$ cat src/rtl/mem_port_arbiter.sv
// Arbiter sharing one single-ported RAM between instruction fetch (IF) and load/store (MEM).
// MEM normally wins contention; IF is forced after MAX_IF_WAIT consecutive MEM grants.
module mem_port_arbiter #(
    parameter int unsigned MAX_IF_WAIT = 4
) (
    input  logic        clk,
    input  logic        rst,
    input  logic        if_req,
    input  logic [31:0] if_addr,
    output logic [31:0] if_rdata,
    output logic        if_ready,
    input  logic        mem_rd,
    input  logic        mem_wr,
    input  logic [31:0] mem_addr,
    input  logic [31:0] mem_wdata,
    output logic [31:0] mem_rdata,
    output logic        mem_ready,
    output logic        ram_en,
    output logic        ram_we,
    output logic [31:0] ram_addr,
    output logic [31:0] ram_wdata,
    input  logic [31:0] ram_rdata,
    input  logic        ram_ack,
    output logic        stall_if,
    output logic        stall_mem
);

    localparam int unsigned CW = (MAX_IF_WAIT > 0) ? $clog2(MAX_IF_WAIT + 1) : 1;

    typedef enum logic [1:0] {
        IDLE,
        BUSY_IF,
        BUSY_MEM
    } state_t;

    state_t          state;
    logic [CW-1:0]   skip_cnt;
    logic            if_valid;
    logic            mem_valid;
    logic            skip_max;
    logic            pick_if;

    // A requester still holds its request during its ready cycle; that cycle must not re-grant.
    always_comb begin
        if_valid  = if_req & ~if_ready;
        mem_valid = (mem_rd | mem_wr) & ~mem_ready;
        skip_max  = (skip_cnt == CW'(MAX_IF_WAIT));
        pick_if   = if_valid & (~mem_valid | skip_max);
        stall_if  = if_req & ~if_ready;
        stall_mem = (mem_rd | mem_wr) & ~mem_ready;
    end

    always_ff @(posedge clk) begin
        if (rst) begin
            state     <= IDLE;
            skip_cnt  <= '0;
            ram_en    <= 1'b0;
            ram_we    <= 1'b0;
            ram_addr  <= '0;
            ram_wdata <= '0;
            if_rdata  <= '0;
            mem_rdata <= '0;
            if_ready  <= 1'b0;
            mem_ready <= 1'b0;
        end else begin
            if_ready  <= 1'b0;
            mem_ready <= 1'b0;
            case (state)
                IDLE: begin
                    if (if_valid | mem_valid) begin
                        ram_en <= 1'b1;
                        if (pick_if) begin
                            state     <= BUSY_IF;
                            ram_we    <= 1'b0;
                            ram_addr  <= if_addr;
                            ram_wdata <= '0;
                            skip_cnt  <= '0;
                        end else begin
                            state     <= BUSY_MEM;
                            ram_we    <= mem_wr;
                            ram_addr  <= mem_addr;
                            ram_wdata <= mem_wdata;
                            if (if_valid && !skip_max)
                                skip_cnt <= skip_cnt + 1'b1;
                        end
                    end
                end
                BUSY_IF: begin
                    if (ram_ack) begin
                        state    <= IDLE;
                        ram_en   <= 1'b0;
                        ram_we   <= 1'b0;
                        if_ready <= 1'b1;
                        if_rdata <= ram_rdata;
                    end
                end
                BUSY_MEM: begin
                    if (ram_ack) begin
                        state     <= IDLE;
                        ram_en    <= 1'b0;
                        ram_we    <= 1'b0;
                        mem_ready <= 1'b1;
                        if (!ram_we)
                            mem_rdata <= ram_rdata;
                    end
                end
                default: state <= IDLE;
            endcase
        end
    end

endmodule

$ cat config.mk
export PLATFORM = sky130hd
export DESIGN_NAME = mem_port_arbiter
export DESIGN_NICKNAME = d
export VERILOG_FILES = /design/src/rtl/mem_port_arbiter.sv
export SDC_FILE = /design/constraint.sdc
export NUM_CORES = 1
export LEC_CHECK = 0
export CORE_MARGIN = 5
export CORE_UTILIZATION = 42
export CTS_BUF_LIST = sky130_fd_sc_hd__clkbuf_4 sky130_fd_sc_hd__clkbuf_8 sky130_fd_sc_hd__clkbuf_16
export CTS_CLUSTER_DIAMETER = 120
export DETAILED_ROUTE_END_ITERATION = 10
export PLACE_DENSITY = 0.84
export RECOVER_POWER = 100
export SLEW_MARGIN = 20
export SYNTH_ARGS = -nofsm -noshare
export SYNTH_HDL_FRONTEND = slang
export SYNTH_SLANG_ARGS = --single-unit
export TNS_END_PERCENT = 50
$ cat constraint.sdc
create_clock -name clk -period 4 [get_ports clk]
set_clock_uncertainty 0.1 [all_clocks]
set_input_delay 0.8 -clock clk [delete_from_list [all_inputs] [get_ports clk]]
set_output_delay 0.8 -clock clk [all_outputs]
set_load 0.02 [all_outputs]
==> run_results.csv <==
group,metric,value,unit
min_path,hold_class,"reg2reg",
grt,grt-ovfl-total,0,
yosys,avgSynthCellArea,8.90,um^2
timing,max_slew.worst_pin.slew,1.81,ns
timing,slew_violations,54,
clocking,clock-sinks,137,
grt,grt_first_pass_wirelength,28000,um
yosys,netlist.area_leader.share,0.551,
die,start_util,0.432,
run_status,status,"complete, but fails checks",
setup_path,crit_slowest_cell,"dlygate4sd3_1",
clocking,clockRootBuffer,"clkbuf_16",
setup_path,critPathRequiredTime,3.10,ns
routing,drcViolationCount,0,
grt,antenna_found_initial,1,
final_layout,final_nets,949,
placed_design,hpwl,12800,um
power_and_ir_drop,powerDensity,488,nW/um^2
yosys,yosys-top-cells-area,"dfxtp_1 (55%), nand2_1 (10%), a21oi_1 (6.9%), nor3_1 (6.4%), a22o_1 (5.6%)",
power_and_ir_drop,p_total,4.02,mW
yosys,synthesis.area,4980,um^2
yosys,ys_seq_elements,137,
routing,route.vias.total,5178,
die,rows,39,
grt,grt_pass1_vias,5269,
yosys,ys_warn_count,0,
routing,routedWlPerCell,18.4,um
clocking,cts_buffers,17,
setup_path,reg2reg_depth,7,
yosys,synthDistinctLibCells,33,
timing,max_freq,0.289,GHz
yosys,yosysTopAreaCell,"dfxtp_1",
clocking,cts_hold_buf,0,
clocking,post_cts_resized,0,
final_layout,fill_cells,867,
power_and_ir_drop,ir_drop,317,uV
placed_design,gp_congestion,0.799,
min_path,worstHoldStart,"if_rdata[7]$_SDFFE_PP0P_",
final_layout,ff_latch_area,2740,um^2
setup_path,timing.rr.end,"ram_wdata[24]$_SDFFE_PP0P_",
final_layout,layout_common_cells,"dfxtp_1 (137), dlygate4sd3_1 (137), nand2_1 (133)",
flow_run,max_cap_violations,2,
routing,drt_iter0_drc,332,
grt,grt_max_degree,57,
run_status,violations,"max-capacitance violations, max-slew violations",
timing,setup_viol,0,
die,die_w,119,um
setup_path,start_kind,"input port",
clocking,clkLatencyLatePin,0.41,ns
final_layout,areaGrowthSynthToFinish,65.4,%
min_path,hold_depth,2,
routing,ant_nets,0,
clocking,path_clk_slew,0.06,ns
final_layout,final_util,0.715,
timing,period_minus_slack,3.46,ns
yosys,seq_area_frac_synth,0.551,
routing,vias_per_cell,5.36,
setup_path,endpoint_kind,"output port",
setup_path,path_cells,"dlygate4sd3_1 > o21bai_1 > inv_2 > dlygate4sd3_1",
final_layout,multi_input_area,1950,um^2
timing,maxSlewHeadroom,-0.209,
yosys,synth_cells,559,
die,io_pins,268,
clocking,post_cts_buffers,0,
die,die_y,119,um
yosys,syn_nets,699,
clocking,tritoncts,"built",
timing,hold_violations,0,
grt,track_usage,0.247,
setup_path,r2r_start,"state[1]$_SDFFE_PP0P_",
power_and_ir_drop,leakagePower,3.32,nW
clocking,htree_num_levels,4,
timing,hold_ws,0.349,ns
setup_path,critPathMaxStageDelay,0.70,ns
final_layout,final_area,8230,um^2
placed_design,placed_area,7660,um^2
timing,grt_setup_unrepaired,"no",
placed_design,io_buffers,267,
routing,routed_wl,17800,um
routing,dr.pass1.iters,5,
clocking,cts_buffer_depth,2,
setup_path,worstSetupPathType,"in2out",
min_path,timing.hold.worst_endpoint,"if_rdata[7]$_SDFFE_PP0P_",
die,die_area,14100,um^2
setup_path,crit_fanout,6,
timing,tns,0,ns
die,core_area,11500,um^2
setup_path,crit_top_cell,"dlygate4sd3_1",
setup_path,crit_arrival,2.56,ns
setup_path,ff2ff_setup_slack,1.10,ns
timing,period_share,0.865,
final_layout,drive_gt1_frac,0.0560,
==> critical path, delay by kind of cell <==
kind / cells / cell delay [ns]
buffers and inverters: 3 / 1.39
AO/OA/AOI/OAI: 1 / 0.36
==> report_power, final <==
part / switching [mW] / total (mW) / internal, mW
sequential: 0.0646 / 1.56 / 1.49
combinational: 0.480 / 0.881 / 0.401
clock: 0.572 / 1.58 / 1.01
==> layer usage <==
metal  global-route usage  vias up  wire length, um
met5                    0        -                0
met4               0.0934        0              488
met3                0.112       37             1710
met2                0.426      239             8900
met1                0.265     2443             6650
li1                     -     2459                -
==> kinds of logic after synthesis <==
logic type,after synthesis,synth area share
AOI/OAI and AO/OA,145,0.187
and+or+nand+nor,220,0.194
buffers and inverters,51,0.0528
DFF,137,0.551
adders and majority gates,6,0.0151
==> synth_stat cells (all sizes together) <==
| library cell | n |
|---|---|
| o31ai | 3 |
| nor3b | 1 |
| a22o | 32 |
| nand3 | 2 |
| ha | 6 |
| o21bai | 1 |
| nor3 | 64 |
| clkbuf | 17 |
| and2 | 1 |
| dfxtp | 137 |
| buf | 27 |
| nor2b | 1 |
| o22ai | 32 |
| nand2b | 3 |
| or2 | 1 |
| nand4b | 2 |
| nor4 | 2 |
| nand3b | 1 |
| a21oi | 71 |
| inv | 7 |
| nor2 | 8 |
| or4 | 1 |
| o211ai | 1 |
| nand2 | 133 |
| o21ai | 5 |
==> state kept, by name, indices dropped and copies added, names as in the netlist <==
name,cells
state,2
ram_addr,32
mem_ready,1
skip_cnt,3
ram_wdata,32
mem_rdata,32
ram_we,1
if_rdata,32
ram_en,1
if_ready,1
==> through the flow <==
step,worst slack [ns],instances
2_1_floorplan,1.99,559
3_3_place_gp,0.880,933
3_5_place_dp,0.870,933
4_1_cts,0.864,965
5_1_grt,0.479,966
6_report,0.541,966
==> final cells by class <==
class | count | share of cell area
Sequential cell | 137 | 0.333
Timing Repair Buffer | 275 | 0.331
Multi-Input combinational cell | 371 | 0.237
Clock buffer | 21 | 0.0553
Tap cell | 143 | 0.0217
Clock inverter | 11 | 0.0181
Inverter | 7 | 0.00319
Antenna cell | 1 | 0.000304
==> how the worst max path moves through the flow <==
stage,from,to,slack [ns],cells past startpoint
after detailed placement,mem_wr,stall_mem,0.87,4
after CTS,mem_wr,stall_mem,0.86,4
after global placement,mem_wr,stall_mem,0.88,4
after floorplan,mem_wr,stall_mem,1.99,2
final,mem_wr,stall_mem,0.54,4
after global routing,mem_wr,stall_mem,0.48,4
(Power assumes the default switching activity.)
